**config.mk**
```make
export PLATFORM = sky130hd
export DESIGN_NAME = gpio_ctrl_input_debounce
export DESIGN_NICKNAME = d
export VERILOG_FILES = /design/src/rtl/gpio_ctrl_input_debounce.sv
export SDC_FILE = /design/constraint.sdc
export NUM_CORES = 1
export LEC_CHECK = 0
export CORE_MARGIN = 1
export CORE_UTILIZATION = 39
export DETAILED_ROUTE_END_ITERATION = 8
export PLACE_DENSITY_LB_ADDON = 0.25
export SLEW_MARGIN = 20
export SYNTH_ARGS = -nofsm -noshare
export SYNTH_HDL_FRONTEND = slang
export SYNTH_SLANG_ARGS = --single-unit
```
**constraint.sdc**
```tcl
create_clock -name clk -period 0.8 [get_ports clk]
set_clock_uncertainty 0.2 [all_clocks]
set_input_delay 0.16 -clock clk [delete_from_list [all_inputs] [get_ports clk]]
set_output_delay 0.16 -clock clk [all_outputs]
set_load 0.02 [all_outputs]
```
**src/rtl/gpio_ctrl_input_debounce.sv**
```systemverilog
// GPIO input conditioning: per-pin synchronizer followed by an optional tick-based debounce filter.
// The filter (prescaler and per-pin counters) is built only when GPIO_CTRL_DEBOUNCE_EN is defined.
module gpio_ctrl_input_debounce #(
    parameter int SYNC_STAGES = 2,
    parameter int CNT_W       = 4
) (
    input  logic             clk,
    input  logic             rst_n,
    input  logic [31:0]      gpio_pad_in,
    input  logic [31:0]      debounce_enable,
    input  logic [15:0]      debounce_prescale,
    input  logic [CNT_W-1:0] debounce_threshold,
    output logic [31:0]      gpio_in_data
);

    logic [31:0] sync_q [SYNC_STAGES];
    logic [31:0] sync;

    always_ff @(posedge clk or negedge rst_n) begin
        if (!rst_n) begin
            for (int s = 0; s < SYNC_STAGES; s++) sync_q[s] <= '0;
        end else begin
            sync_q[0] <= gpio_pad_in;
            for (int s = 1; s < SYNC_STAGES; s++) sync_q[s] <= sync_q[s-1];
        end
    end

    assign sync = sync_q[SYNC_STAGES-1];

`ifdef GPIO_CTRL_DEBOUNCE_EN
    logic [15:0]      pre_cnt;
    logic             tick;
    logic [CNT_W-1:0] cnt_q [32];
    logic [CNT_W-1:0] cnt_d [32];
    logic [31:0]      data_d;

    // >= compare lets a lowered prescale take effect without waiting for wrap-around
    assign tick = (pre_cnt >= debounce_prescale);

    always_ff @(posedge clk or negedge rst_n) begin
        if (!rst_n) pre_cnt <= '0;
        else        pre_cnt <= tick ? 16'd0 : pre_cnt + 16'd1;
    end

    always_comb begin
        data_d = gpio_in_data;
        for (int i = 0; i < 32; i++) begin
            cnt_d[i] = cnt_q[i];
            if (!debounce_enable[i]) begin
                data_d[i] = sync[i];
                cnt_d[i]  = '0;
            end else if (sync[i] == gpio_in_data[i]) begin
                cnt_d[i] = '0;
            end else if (tick) begin
                if (cnt_q[i] >= debounce_threshold) begin
                    data_d[i] = sync[i];
                    cnt_d[i]  = '0;
                end else begin
                    cnt_d[i] = cnt_q[i] + CNT_W'(1);
                end
            end
        end
    end

    always_ff @(posedge clk or negedge rst_n) begin
        if (!rst_n) begin
            gpio_in_data <= '0;
            for (int i = 0; i < 32; i++) cnt_q[i] <= '0;
        end else begin
            gpio_in_data <= data_d;
            for (int i = 0; i < 32; i++) cnt_q[i] <= cnt_d[i];
        end
    end
`else
    // Filter configuration is meaningless without the filter; fold it into a sink net.
    wire unused_cfg = ^{debounce_enable, debounce_prescale, debounce_threshold};

    always_ff @(posedge clk or negedge rst_n) begin
        if (!rst_n) gpio_in_data <= '0;
        else        gpio_in_data <= sync;
    end
`endif

endmodule

```
==> results.json, run 1 <==
{
  "gp_congestion": 0.688,
  "vias": 1027,
  "worstSetupStartpointType": "register",
  "numPlacedInstances": 239,
  "synthCells": 96,
  "antenna_found_initial": 0,
  "htreeDepth": 3,
  "syn_area_mm2": 0.00240,
  "synth-edff-count": 0,
  "synth_ff_type": "dfrtp_1",
  "ir_drop_uv": 1330,
  "cts_tree": "yes",
  "p_sw_share_pct": 19.8,
  "clkTransAtPathRegs_ns": 0.09,
  "first_pass_iters": 2,
  "grt_max_degree": 37,
  "cp.depth": 1,
  "ys_warn_count": 0,
  "fin_crit_ns": 1.21,
  "dpl.hpwl_mm": 2.16,
  "cp_cell_sequence": "buf_6",
  "reg2reg_from": "sync[12]",
  "drt_wl_total_mm": 3.22,
  "die_h_um": 80.5,
  "async_reset_ff_share_pct": 100,
  "combPwrFrac_pct": 6.3,
  "p_sw_w": 0.00179,
  "critPathCapture": "gpio_in_data[12]",
  "synth_common_cells": "96 x dfrtp_1",
  "grt_use_total_pct": 11.8,
  "p_int_w": 0.00726,
  "dieWidth_um": 80.5,
  "synth.largest_area_cell": "dfrtp_1",
  "relSlewSlack_pct": 70.1,
  "synth-seq-cells": 96,
  "r2r-end": "gpio_in_data[12]",
  "multi_input_cells": 0,
  "path_delay_family": "flip-flops",
  "cp_num_buf_inv": 1,
  "p_clk_share_pct": 36.5,
  "r2r_cells": 0,
  "stdcell_count": 256,
  "worst_slew_pin_slew_ns": 0.447,
  "synth-seq-area-share_pct": 100,
  "failed_checks": "setup timing",
  "fin_util_pct": 58.7,
  "rsz0062_at_grt": "yes",
  "p_per_area_mw_per_mm2": 2600,
  "first_iter_violations": 17,
  "setup_slack_ns": -0.414,
  "clock_sinks": 96,
  "start_util_pct": 40.6,
  "final_nets": 262,
  "fin_setup_tns_ns": -29.97,
  "cp_max_fo": 1,
  "power_frac_seq_pct": 57.2,
  "hold_class": "in -> reg",
  "crit_type": "reg -> out",
  "hold_viol": 0,
  "dieArea_mm2": 0.00648,
  "route.detailed.drc": 0,
  "cp_slowest_stage_delay_ns": 0.39,
  "slowest_stage": "dfrtp_1",
  "post_drt_wl_per_cell_um": 12.6,
  "multi_input_area_um2": 0,
  "avgSynthCellArea_um2": 25.0,
  "drv_cap": 0,
  "grt_overflow": 0,
  "pin_count": 118,
  "startpoint": "gpio_in_data[12]",
  "core_mm2": 0.00592,
  "ant_nets": 0,
  "clockRootBuffer": "clkbuf_8",
  "antennaDiodeCount": 0,
  "max_freq_mhz": 824,
  "clockBufferDepth": 2,
  "drive_above_1_share_pct": 28.2,
  "p_leak_nw": 1.58,
  "clock_latency_ns": 0.33,
  "cts_made_buffers": 9,
  "via_per_inst": 4.01,
  "cp.required_ns": 0.44,
  "port_buffers": 65,
  "first_global_vias": 1099,
  "synth_nets": 182,
  "synth_top_area_share_pct": 100,
  "grt_pass1_wl_mm": 5.29,
  "slew_violations": 0,
  "synth_area_leaders": "dfrtp_1 100%",
  "synth_most_common_cell": "dfrtp_1",
  "yosysUniqueCellTypes": 1,
  "reg2reg_slack_ns": 0.11,
  "cp.arrival_ns": 0.85,
  "cp-end-kind": "output pin",
  "setup_violations": 125,
  "outcome": "finished, violations left",
  "period_share_pct": 152,
  "row_count": 28,
  "post_cts_buffers": 0,
  "area_delta_synth_final_pct": 44.7
}
[metal layers]
layer  part of all wire, %  track usage, %  vias up
met5                     0               0        -
met4                   1.1            6.96        0
met3                   8.4            5.23        4
met2                    52            18.0       42
met1                    39            13.7      527
li1                      -               -      454
[logic make-up after synthesis]
group	after synthesis	synth area share, %
DFF	96	100
[how the worst min path moves through the flow]
stage | slack (ns) | depth (start not counted) | end | from
finish | 0.06 | 1 | sync_q[58] | gpio_pad_in[26]
global route | 0.03 | 1 | sync_q[58] | gpio_pad_in[26]
CTS | 0.04 | 1 | sync_q[58] | gpio_pad_in[26]
detailed placement | -0.21 | 1 | sync[22] | rst_n
global placement | -0.21 | 1 | gpio_in_data[8] | rst_n
floorplan | -0.34 | 0 | gpio_in_data[0] | rst_n
[power by group through the flow]
stage          registers (W)  clock network [W]  logic [W]
2_1_floorplan        0.00535                  0          0
3_3_place_gp         0.00524                  0   0.000557
3_5_place_dp         0.00526                  0   0.000567
4_1_cts              0.00518            0.00343   0.000588
5_1_grt              0.00520            0.00363   0.000618
6_report             0.00517            0.00330   0.000571
[sequential cells by signal, summed over array words and instances (netlist names)]
signal and flops:
sync_q 32, sync 32, gpio_in_data 32
[through the flow]
stage	instance area (um2)	hold WS, ns	setup WS, ns	total power [W]
global route	3480	0.0314	-0.466	0.00945
floorplan	2400	-0.336	0.0240	0.00535
finish	3480	0.0575	-0.414	0.00904
detailed placement	3200	-0.209	-0.494	0.00583
CTS	3480	0.0364	-0.445	0.00920
global placement	3200	-0.213	-0.479	0.00580
[layout by cell type (no fill, tap or decap), types with 2 or more instances in the layout]
master           instances
buf_12                   3
dfrtp_1                 96
clkinvlp_4               2
clkdlybuf4s50_1         32
buf_6                   32
bufinv_16                2
clkbuf_8                10
[cell type report]
type	count	area (um2)
Fill cell	434	2440
Sequential cell	96	2400
Timing Repair Buffer	69	758
Clock buffer	11	141
Tap cell	75	93.8
Clock inverter	5	80.1
[timing repair]
action	CTS	global route
resized for setup	192	0
hold endpoints to repair	96	96
pin swaps	0	0
setup endpoints to repair	32	128
hold buffers	1	1
No activity file was read; power rests on OpenSTA's default activity.
==> run 2, diff against run 1 <==
RECOVER_POWER = 25   (was unset)
SLEW_MARGIN = unset   (was 20)
==> run 2 against run 1 <==
Net effect:
- the run still ends with setup timing left
- non-clock buffer count is the same
- sequential share of layout area is the same
- wire length decreased by 0.16%
- design area unchanged
- critical endpoint unchanged
- largest power group unchanged
==> results.json, run 2 (same netlist as run 1, synthesis figures left out) <==
{
  "outcome": "finished, violations left",
  "failed_checks": "setup timing",
  "clock_sinks": 96,
  "setup_slack_ns": -0.415,
  "antennaDiodeCount": 0,
  "multi_input_area_um2": 0,
  "final_common_cell": "dfrtp_1",
  "cp.required_ns": 0.44,
  "cts_tree": "yes",
  "p_per_area_mw_per_mm2": 2600,
  "start_util_pct": 40.6,
  "first_iter_violations": 14,
  "max_freq_mhz": 823,
  "grt_overflow": 0,
  "grt_pass1_wl_mm": 5.29,
  "core_mm2": 0.00592,
  "slew_violations": 0,
  "hold_class": "in -> reg",
  "slowest_stage": "dfrtp_1",
  "cp-end-kind": "output pin",
  "gp_congestion": 0.688,
  "clockRootBuffer": "clkbuf_8",
  "period_share_pct": 152,
  "row_count": 28,
  "clock_latency_ns": 0.33,
  "path_delay_family": "flip-flops",
  "fin_util_pct": 58.7,
  "via_per_inst": 4.00,
  "dpl_cell_area_mm2": 0.00320,
  "post_drt_wl_per_cell_um": 12.6,
  "fill_cells": 434,
  "worstSetupStartpointType": "register",
  "grt_max_degree": 37,
  "crit_type": "reg -> out",
  "ir_drop_uv": 1320,
  "area_delta_synth_final_pct": 44.7,
  "pin_count": 118,
  "final_cell_mix": "96 x dfrtp_1, 32 x buf_6, 25 x dlygate4sd3_1",
  "port_buffers": 65,
  "relSlewSlack_pct": 70.1,
  "first_global_vias": 1099,
  "dieWidth_um": 80.5,
  "cp_cell_sequence": "buf_6",
  "cp.arrival_ns": 0.85,
  "hold_viol": 0,
  "drt_wl_total_mm": 3.22,
  "grt_use_total_pct": 11.8,
  "worst_slew_pin_slew_ns": 0.447,
  "ant_nets": 0,
  "clkTransAtPathRegs_ns": 0.08,
  "regArea_mm2": 0.00240,
  "first_pass_iters": 2,
  "vias": 1025,
  "p_leak_nw": 1.59,
  "cp_num_buf_inv": 1,
  "drive_above_1_share_pct": 28.2,
  "die_h_um": 80.5,
  "multi_input_cells": 0,
  "dieArea_mm2": 0.00648,
  "fin_setup_tns_ns": -29.97,
  "fin_crit_ns": 1.21,
  "antenna_found_initial": 0,
  "setup_violations": 125,
  "rsz0062_at_grt": "yes",
  "final_nets": 262,
  "drv_cap": 0,
  "dpl.hpwl_mm": 2.16,
  "cp_max_fo": 1,
  "clockBufferDepth": 2,
  "route.detailed.drc": 0,
  "fin_area_mm2": 0.00348,
  "timing.hold.ws_ns": 0.0643,
  "cts_made_buffers": 9,
  "htreeDepth": 3,
  "cp_slowest_stage_delay_ns": 0.39
}
## run 2: worst paths after layout
path	start	endpoint	slack, ns	cells after the start
worst max-delay path	gpio_in_data[12]	gpio_in_data[12]	-0.41	1
worst min-delay path	gpio_pad_in[4]	sync_q[36]	0.06	1
worst max register to register	sync[12]	gpio_in_data[12]	0.11	0
worst min register to register	sync[28]	gpio_in_data[28]	0.14	0
max in group asynchronous	rst_n	sync[5]	-0.21	3
min in group asynchronous	rst_n	sync[22]	0.09	2
## run 2: area by class of cell
class,count,share of cell area [%]
clock buffers,11,4.07
clock inverters,5,2.30
flip-flops and latches,96,69.1
well taps,75,2.70
repair buffers,69,21.8
## run 2: layer usage
layer	routed length [um]	up-vias	GRT usage, %
li1	-	454	-
met1	1220	525	13.7
met2	1670	42	18.0
met3	294	4	5.23
met4	37	0	6.96
met5	0	-	0
## run 2: power by group
part / switching [W] / internal [W] / total [W]
logic: 0.000249 / 0.000299 / 0.000548
registers: 0.0000824 / 0.00509 / 0.00517
clock network: 0.00146 / 0.00184 / 0.00330
## run 2: per-stage QoR
stage                     power [W]  instances  setup slack (ns)
after floorplan             0.00535         96            0.0240
after global placement      0.00580        239            -0.479
after detailed placement    0.00583        239            -0.494
after CTS                   0.00920        256            -0.445
after global routing        0.00943        256            -0.466
final                       0.00902        256            -0.415
## run 2: repair_timing
item	4_1_cts	5_1_grt
setup endpoints to repair	32	128
hold buffers	1	1
endpoints found under the hold margin	96	96
gates resized for setup	192	0
setup buffers	0	0
==> run 3, diff against run 2 <==
HOLD_SLACK_MARGIN = 0.08   (was unset)
SLEW_MARGIN = 20   (was unset)
==> results of run 3 <==
Final layout, timing and power as in run 2 (identical DEF).
